### config.mk
export PLATFORM = sky130hd
export DESIGN_NAME = life_cursor_ctrl
export DESIGN_NICKNAME = d
export VERILOG_FILES = /design/src/rtl/life_cursor_ctrl.sv
export SDC_FILE = /design/constraint.sdc
export NUM_CORES = 1
export LEC_CHECK = 0
export CAP_MARGIN = 10
export CORE_ASPECT_RATIO = 0.6
export CORE_MARGIN = 5
export CORE_UTILIZATION = 30
export DETAILED_ROUTE_END_ITERATION = 8
export DONT_BUFFER_PORTS = 1
export PLACE_DENSITY = 0.43
export SETUP_SLACK_MARGIN = 0.02
export SLEW_MARGIN = 30
export SYNTH_ARGS = -nofsm -noshare
export SYNTH_HDL_FRONTEND = slang
export SYNTH_SLANG_ARGS = --single-unit
export TNS_END_PERCENT = 1
### constraint.sdc
create_clock -name i_clk -period 1.2 [get_ports i_clk]
set_input_delay 0.06 -clock i_clk [delete_from_list [all_inputs] [get_ports i_clk]]
set_output_delay 0.06 -clock i_clk [all_outputs]
set_load 0.005 [all_outputs]
### src/rtl/life_cursor_ctrl.sv
// life_cursor_ctrl
// Cursor and flip-request controller for the low board-storage stage of the
// Life engine. Button levels become single-shot presses; presses move a
// wrapping cursor or request a cell flip. The board rotates one bit per
// clock, so an accepted flip is held pending and only presented downstream
// in the cycle where the rotation phase is N-1, which is the one cycle where
// the post-rotation physical index equals the logical cell index.

module life_cursor_ctrl #(
  parameter int X         = 8,
  parameter int Y         = 8,
  parameter int HIGH_BITS = X + 3,
  parameter int LOG2X     = 3,
  parameter int LOG2Y     = 3
) (
  input  logic                     i_clk,
  input  logic                     i_reset,
  input  logic                     i_btn_up,
  input  logic                     i_btn_down,
  input  logic                     i_btn_left,
  input  logic                     i_btn_right,
  input  logic                     i_btn_flip,
  output logic [LOG2X-1:0]         o_cursor_x,
  output logic [LOG2Y-1:0]         o_cursor_y,
  output logic                     o_cell_flip,
  output logic                     o_flip_pending,
  output logic                     o_flip_reject,
  output logic [LOG2X+LOG2Y-1:0]   o_phase,
  output logic                     o_gen_tick
);

  localparam int N        = X * Y;
  localparam int LOW_BITS = N - HIGH_BITS;
  localparam int PW       = LOG2X + LOG2Y;

  // Phase values of interest; guarded so a degenerate N=1 board elaborates.
  localparam logic [PW-1:0] PH_MAX = PW'((N > 1) ? N - 1 : 0);
  localparam logic [PW-1:0] PH_PRE = PW'((N > 1) ? N - 2 : 0);

  // Extra bit so the comparison stays correct even if LOW_BITS == N.
  localparam logic [PW:0] LOW_LIMIT = (PW + 1)'(LOW_BITS);

  localparam logic [LOG2X-1:0] X_MAX = LOG2X'(X - 1);
  localparam logic [LOG2Y-1:0] Y_MAX = LOG2Y'(Y - 1);

  // Bit positions within the packed button vector.
  localparam int B_RIGHT = 0;
  localparam int B_LEFT  = 1;
  localparam int B_DOWN  = 2;
  localparam int B_UP    = 3;
  localparam int B_FLIP  = 4;

  typedef enum logic {
    IDLE = 1'b0,
    PEND = 1'b1
  } state_t;

  state_t            r_state;
  logic [4:0]        r_btn_q;
  logic [LOG2X-1:0]  r_cursor_x;
  logic [LOG2Y-1:0]  r_cursor_y;
  logic [PW-1:0]     r_phase;
  logic              r_cell_flip;
  logic              r_flip_reject;
  logic              r_gen_tick;

  logic [4:0]        w_btn;
  logic [4:0]        w_press;
  logic [PW-1:0]     w_target;
  logic              w_target_low;
  logic              w_idle;
  logic              w_flip_accept;
  logic              w_flip_reject;
  logic              w_move_en;
  logic              w_issue_edge;
  logic [PW-1:0]     w_phase_next;
  logic [LOG2X-1:0]  w_cursor_x_next;
  logic [LOG2Y-1:0]  w_cursor_y_next;

  assign w_btn   = {i_btn_flip, i_btn_up, i_btn_down, i_btn_left, i_btn_right};
  assign w_press = w_btn & ~r_btn_q;

  // X is a power of two, so y*X + x is simply the concatenation {y, x}.
  assign w_target     = {r_cursor_y, r_cursor_x};
  assign w_target_low = ({1'b0, w_target} < LOW_LIMIT);

  // Flip has top priority: a flip press consumes the cycle even when it is
  // rejected or ignored, so any move pressed alongside it is dropped.
  assign w_idle        = (r_state == IDLE);
  assign w_flip_accept = w_press[B_FLIP] & w_idle & w_target_low;
  assign w_flip_reject = w_press[B_FLIP] & w_idle & ~w_target_low;
  assign w_move_en     = ~w_press[B_FLIP] & w_idle;

  // The issue edge is the one that carries phase from N-2 to N-1.
  assign w_issue_edge = (N == 1) ? 1'b1 : (r_phase == PH_PRE);

  // Next rotation phase, wrapping N-1 -> 0 and pinned at 0 when N == 1.
  always_comb begin
    // NOTE: every combinational output gets a default first, so no path
    // through the block can leave it unassigned and infer a latch.
    w_phase_next = r_phase + PW'(1);
    if ((N == 1) || (r_phase == PH_MAX)) begin
      w_phase_next = '0;
    end
  end

  // Next cursor position: one move per cycle, up > down > left > right.
  always_comb begin
    w_cursor_x_next = r_cursor_x;
    w_cursor_y_next = r_cursor_y;
    if (w_move_en) begin
      if (w_press[B_UP]) begin
        w_cursor_y_next = (r_cursor_y == '0) ? Y_MAX : r_cursor_y - LOG2Y'(1);
      end else if (w_press[B_DOWN]) begin
        w_cursor_y_next = (r_cursor_y == Y_MAX) ? '0 : r_cursor_y + LOG2Y'(1);
      end else if (w_press[B_LEFT]) begin
        w_cursor_x_next = (r_cursor_x == '0) ? X_MAX : r_cursor_x - LOG2X'(1);
      end else if (w_press[B_RIGHT]) begin
        w_cursor_x_next = (r_cursor_x == X_MAX) ? '0 : r_cursor_x + LOG2X'(1);
      end
    end
  end

  // Flip FSM plus all registered state and outputs, with synchronous reset.
  always_ff @(posedge i_clk) begin
    if (i_reset) begin
      // NOTE: reset is synchronous because downstream shares it, so phase 0
      // lines up exactly with the reset board layout.
      r_state       <= IDLE;
      r_btn_q       <= '0;
      r_cursor_x    <= '0;
      r_cursor_y    <= '0;
      r_phase       <= '0;
      r_cell_flip   <= 1'b0;
      r_flip_reject <= 1'b0;
      r_gen_tick    <= 1'b0;
    end else begin
      // NOTE: non-blocking assignments make every register here see the
      // pre-edge values of the others, which is what lets issue be judged on
      // the already-registered pending state.
      r_btn_q       <= w_btn;
      r_cursor_x    <= w_cursor_x_next;
      r_cursor_y    <= w_cursor_y_next;
      r_phase       <= w_phase_next;
      r_gen_tick    <= w_issue_edge;
      r_flip_reject <= w_flip_reject;
      r_cell_flip   <= 1'b0;

      case (r_state)
        IDLE: begin
          // A flip accepted on the issue edge itself waits a generation.
          if (w_flip_accept) begin
            r_state <= PEND;
          end
        end
        PEND: begin
          if (w_issue_edge) begin
            r_cell_flip <= 1'b1;
            r_state     <= IDLE;
          end
        end
        default: begin
          r_state <= IDLE;
        end
      endcase
    end
  end

  assign o_cursor_x     = r_cursor_x;
  assign o_cursor_y     = r_cursor_y;
  assign o_cell_flip    = r_cell_flip;
  assign o_flip_pending = (r_state == PEND);
  assign o_flip_reject  = r_flip_reject;
  assign o_phase        = r_phase;
  assign o_gen_tick     = r_gen_tick;

endmodule

==> run metrics, run 1 <==
DRC=0; final hold vios=12; Initial Util=31.74%; Area growth syn-to-layout=31.91%; Clock Skew=0.001031 ns; final WL=2.351 mm; crit share post-route=108.9%; CTS Buf Count=3; number of synthesized register bits=21; PwrDens=1105 nW/um2; Leak=0.5651 nW; worst reg-to-reg path cell count=6; EDFF count, synth=0; CP Cell Sequence=inv_2 -> ha_4 -> inv_2 -> or3b_1 -> nand4_1 -> a21oi_1; worst path bufs/invs=2; Root Buffer=clkbuf_8; dominant cell by count in the synthesized netlist=dfxtp_1; YS warnings=0; H-tree Lvls=1; Top Family by Delay on Critical Path=simple AND/OR/NAND/NOR gates; Setup crit start kind=flop; PnR worst setup slack=-0.1069 ns; via count=874; final net count=161; Netlist cell types=34; number of global-route vias before repair=814; Reg area=426.7 um2; Vert. Die Dim=55.93 um; pre-CTS setup slack=-0.1056 ns; async set or reset register ratio after synthesis=0%; failing checks=hold timing, setup timing; Clock Path Buffers=2; Yosys top cell area share=39.86%; max-cap violations=0; launch point of the worst reg-to-reg path=o_cursor_x[0]; WL/cell=12.51 um; clock sinks=21; outcome=finished, violations left; CP arrival=1.46 ns; global route overflow=0; CP max FO=4; DIE WIDTH=86.55 um; Synth Instances=116; # hold bufs at CTS=5; CTS clk-pin slew, worst paths=0.07 ns; largest net degree at the start of global routing=19; Final Instance Count excl. Fillers=188; largest area contributor in the netlist=dfxtp_1; area of the die=4841 um2; utilization after layout=41.87%; Cell Rows=16; worst r2r dst=o_cursor_x[1]; maximum clock frequency=765.2 MHz; R2R setup slack=-0.11 ns; I/O Buffers=0; Setup-failing EPs final=5; Filler Cell Count=342; GRT Util Overall=10.31%; slew margin rel.=81.12%; Hold Path Class=primary input to flop; Min-Delay Path Depth=1; Placed Cells=179; core area=3323 um2; crit end category=flop; worst skew pair latency=0.26 ns; post-synthesis instance area=1055 um2; most used cell, CP=inv_2; RSZ-0062 raised after global routing=yes; Final GP Congestion=0.7572; syn_nets=133; Main synth FF type=dfxtp_1; slowest CP cell=dfxtp_2; via/cell ratio=4.649; syn avg cell area=9.093 um2; number of antenna-violating nets in the routed design=0; TritonCTS clock tree=yes; Setup Buffers After CTS=0; I/O pins=23; DP HPWL=1.838 mm; layout cell share with drive strength beyond 1=34.27%; DR iter-0 viols=30; fin area=1391 um2; Worst VDD drop=442.5 uV; DR pass1 iterations=4; Crit path required time=1.35 ns; crit path kind=flop to flop; Period minus WS final=1.307 ns; Worst Hold End=o_cursor_y[2]; antenna diode count=0; global-route wire length before repair=3.953 mm; placed inst area=1271 um2; Hold WS=-0.1478 ns; Pins Over Slew Limit=0; largest cells by area after synthesis=dfxtp_1, ha_1, nor2b_1, nor2_1, a21oi_1; transition time of the tightest slew-check pin=0.2827 ns; most frequent cells after synthesis=dfxtp_1, nor2_1, ha_1, inv_1, nor2b_1; antenna violations before repair=0; multi-input logic area=625.6 um2; Crit path largest cell delay=0.36 ns; post-synthesis sequential area ratio=39.86%; Hold Startpoint=i_reset
-- state kept, by name (all words and copies together), names as in the netlist --
signal	count
o_phase	6
o_cursor_x	3
o_flip_reject	1
o_cell_flip	1
r_btn_q	5
o_flip_pending	1
o_gen_tick	1
o_cursor_y	3
-- routing by layer --
layer | global-route usage [%] | share of wire [%] | vias to the layer above
li1 | - | - | 459
met1 | 15.14 | 53 | 397
met2 | 13.94 | 41 | 18
met3 | 4.586 | 6.6 | 0
met4 | 1.333 | 0 | 0
met5 | 0 | 0 | -
-- report_power, final --
| group | switching, W | internal, W |
|---|---|---|
| Combinational | 0.000140 | 0.000160 |
| Sequential | 0.0000356 | 0.000737 |
| Clock | 0.000228 | 0.000237 |
| Total | 0.000404 | 0.00113 |
-- stage by stage --
step / setup TNS (ns) / power [W]
2_1_floorplan: -0.1360 / 0.0009695
6_report: -0.2192 / 0.001538
5_1_grt: -0.8421 / 0.001637
3_5_place_dp: -0.4039 / 0.001069
4_1_cts: -0.3201 / 0.001561
3_3_place_gp: -0.2664 / 0.001066
-- cell usage in the layout, fill, tap and decap left out, types with 2 or more instances in the layout --
cell,count
buf_4,21
dfxtp_1,16
nor2_1,13
nor2b_1,8
a21oi_1,6
inv_2,5
ha_1,5
dlygate4sd3_1,5
dfxtp_2,5
nand2b_1,4
ha_2,4
inv_1,3
nand2_1,3
o21ai_0,3
nor3_1,3
a211oi_1,3
o21ai_1,3
clkbuf_8,3
nand3_1,2
or3_1,2
a21oi_2,2
xnor2_1,2
a211oi_2,2
nand4_1,2
-- how the worst max path moves through the flow --
stage | slack (ns) | end | startpoint | depth (start not counted)
floorplan | -0.08 | o_cursor_x[1] | o_cursor_x[0] | 6
global placement | -0.08 | o_cursor_y[2] | o_cursor_y[0] | 6
detailed placement | -0.11 | o_cursor_x[1] | o_cursor_x[0] | 6
CTS | -0.12 | o_cursor_x[1] | o_cursor_x[0] | 6
global route | -0.15 | o_cursor_x[1] | o_cursor_x[0] | 6
finish | -0.11 | o_cursor_x[1] | o_cursor_x[0] | 6
-- cells by family after synthesis --
logic type,after synthesis,share of synthesized area [%]
xor+xnor,3,2.492
flops,21,39.86
buf+inv,11,4.033
fa+ha+maj,10,11.86
compound gates,26,18.15
simple gates,45,23.61
-- cell type report --
type                    instances  area share, %
flip-flops and latches         21          30.67
clock buffers                   4          3.237
well taps                      45          4.047
inverters                       8          2.158
multi-input cells              84          44.96
repair buffers                 26          14.93
-- what timing repair did --
action,4_1_cts,5_1_grt
pin swaps,3,2
cloned,0,0
resized for setup,6,7
hold endpoints to repair,17,12
endpoints found under the setup margin,9,13
Power figures use the tool's default switching activity.
==> run 2: changes to the inputs <==
TNS_END_PERCENT = 100   (was 1)
clock period = 1.1 ns   (was 1.2 ns; I/O delays follow)
==> run metrics, run 2 (synthesis gave the netlist of run 1 again) <==
slew margin rel.=81.57% (+0.45 points); max FFs per register=6 (unchanged); WL/cell=13.15 um (+5.1%); antenna diode count=0 (unchanged); Clock Path Buffers=2 (unchanged); placed inst area=1370 um2 (+7.8%); Period minus WS final=1.303 ns (-0.003541 ns); worst skew pair latency=0.26 ns (about the same); area of the die=4841 um2 (unchanged); crit share post-route=118.5% (+9.6 points); RSZ-0062 raised after global routing=yes; Area growth syn-to-layout=58.96%; maximum clock frequency=767.3 MHz (+0.27%); DIE WIDTH=86.55 um (unchanged); antenna violations before repair=0 (unchanged); largest net degree at the start of global routing=19 (unchanged); core area=3323 um2 (unchanged); global-route wire length before repair=4.202 mm (+6.3%); Worst Hold End=o_cursor_y[2]; number of antenna-violating nets in the routed design=0 (unchanged); final WL=2.656 mm (+13%); DRC=0 (unchanged); Hold WS=-0.1566 ns (-0.008820 ns); PwrDens=1100 nW/um2 (-0.51%); I/O pins=23 (unchanged); outcome=finished, violations left; DP HPWL=1.903 mm (+3.5%); GRT Util Overall=11.14% (+0.83 points); Leak=0.6684 nW (+18%); Min-Delay Path Depth=1 (unchanged); failing checks=hold timing, setup timing; final hold vios=16 (+4); Root Buffer=clkbuf_8; Setup-failing EPs final=9 (+4); DR iter-0 viols=29 (-3.3%); CP max FO=3 (-1); Pins Over Slew Limit=0 (unchanged); Vert. Die Dim=55.93 um (unchanged); # hold bufs at CTS=5 (unchanged); Pwr Total=0.001844 W (+20%); Cell Rows=16 (unchanged); CTS Buf Count=3 (unchanged); layout cell share with drive strength beyond 1=50.96% (+17 points); max-cap violations=0 (unchanged); Clock Skew=0.003995 ns (+0.002964 ns); PnR worst setup slack=-0.2034 ns (-0.09646 ns); launch point of the worst reg-to-reg path=o_cursor_x[0]; crit path kind=flop to flop; worst reg-to-reg path cell count=6 (unchanged); via/cell ratio=4.624 (-0.54%); CP arrival=1.45 ns (about the same); I/O Buffers=0 (unchanged); Hold Startpoint=i_reset; number of global-route vias before repair=902 (+11%); Final GP Congestion=0.7647 (+0.99%); CP Launch Point=o_cursor_x[0]; most common cell after layout, fill and taps aside=buf_4; Setup crit start kind=flop; Crit path required time=1.25 ns (-0.10 ns); CTS clk-pin slew, worst paths=0.08 ns (about the same); clock sinks=21 (unchanged); global route overflow=0 (unchanged); worst r2r dst=o_cursor_x[1]; via count=934 (+6.9%); Initial Util=31.74% (unchanged); fin area=1677 um2 (+21%); H-tree Lvls=1 (unchanged); most frequent cells in the layout=buf_4, dfxtp_1, nor2_1; R2R setup slack=-0.20 ns (-0.10 ns); Hold Path Class=primary input to flop; crit end category=flop; Worst VDD drop=512.1 uV (+16%); TritonCTS clock tree=yes; transition time of the tightest slew-check pin=0.2753 ns (-0.007415 ns); DR pass1 iterations=4 (unchanged); final net count=175 (+8.7%)
==> run 2: changes by cell type in the layout (fill, tap and decap cells not counted), sizes merged <==
cell | previous run | this run
buf | 21 | 35
clkbuf | 4 | 3
inv | 8 | 9
==> run 2: per-layer routing <==
| layer | share of wire, % | wire, um | global-route usage, % | vias up |
|---|---|---|---|---|
| met4 | 1.2 | 33 | 4.000 | 0 |
| met5 | 0 | 0 | 0 | - |
| met2 | 45 | 1197 | 15.69 | 15 |
| li1 | - | - | - | 481 |
| met3 | 5.2 | 137 | 4.290 | 4 |
| met1 | 48 | 1287 | 15.24 | 434 |
==> run 2: layout make-up <==
type	count	area, um2
Inverter	8	40.04
Timing Repair Buffer	40	332.8
Clock inverter	1	6.256
Clock buffer	3	41.29
Multi-Input combinational cell	84	757.0
Tap cell	45	56.30
Fill cell	332	1647
Sequential cell	21	442.9
==> run 2: how the worst max path moves through the flow <==
stage | depth (start not counted) | end
2_1_floorplan | 6 | o_cursor_x[1]
3_3_place_gp | 6 | o_cursor_x[1]
3_5_place_dp | 6 | o_cursor_x[1]
4_1_cts | 6 | o_cursor_x[1]
5_1_grt | 6 | o_cursor_x[1]
6_report | 6 | o_cursor_x[1]
==> run 2: where the power goes <==
group | total [W] | switching [W] | internal, W
Combinational | 0.000470 | 0.000197 | 0.000273
Sequential | 0.000858 | 0.0000562 | 0.000802
Clock | 0.000516 | 0.000258 | 0.000258
==> run 2: critical path, cell delays in order (launching register included) <==
cell	delay (ns)
dfxtp_4	0.37
inv_4	0.05
ha_4	0.25
inv_2	0.03
or3b_1	0.34
nand4_1	0.11
a21oi_2	0.06
==> run 2: timing repair <==
item                                   4_1_cts  5_1_grt
pin swaps                                    8       10
buffers inserted                             6        2
endpoints found under the hold margin       21       16
setup endpoints to repair                   12       13
resized for setup                           11       21
==> run 2: through the flow <==
stage               util, %  std cells  setup TNS, ns  worst slack [ns]
CTS                   47.25        200        -0.8767           -0.1892
detailed placement    41.23        185         -1.058           -0.2076
floorplan                 -        116        -0.3885           -0.1822
global placement      41.23        185        -0.8533           -0.1708
finish                50.45        202        -0.8955           -0.2034
global route          50.45        202         -1.498           -0.2545
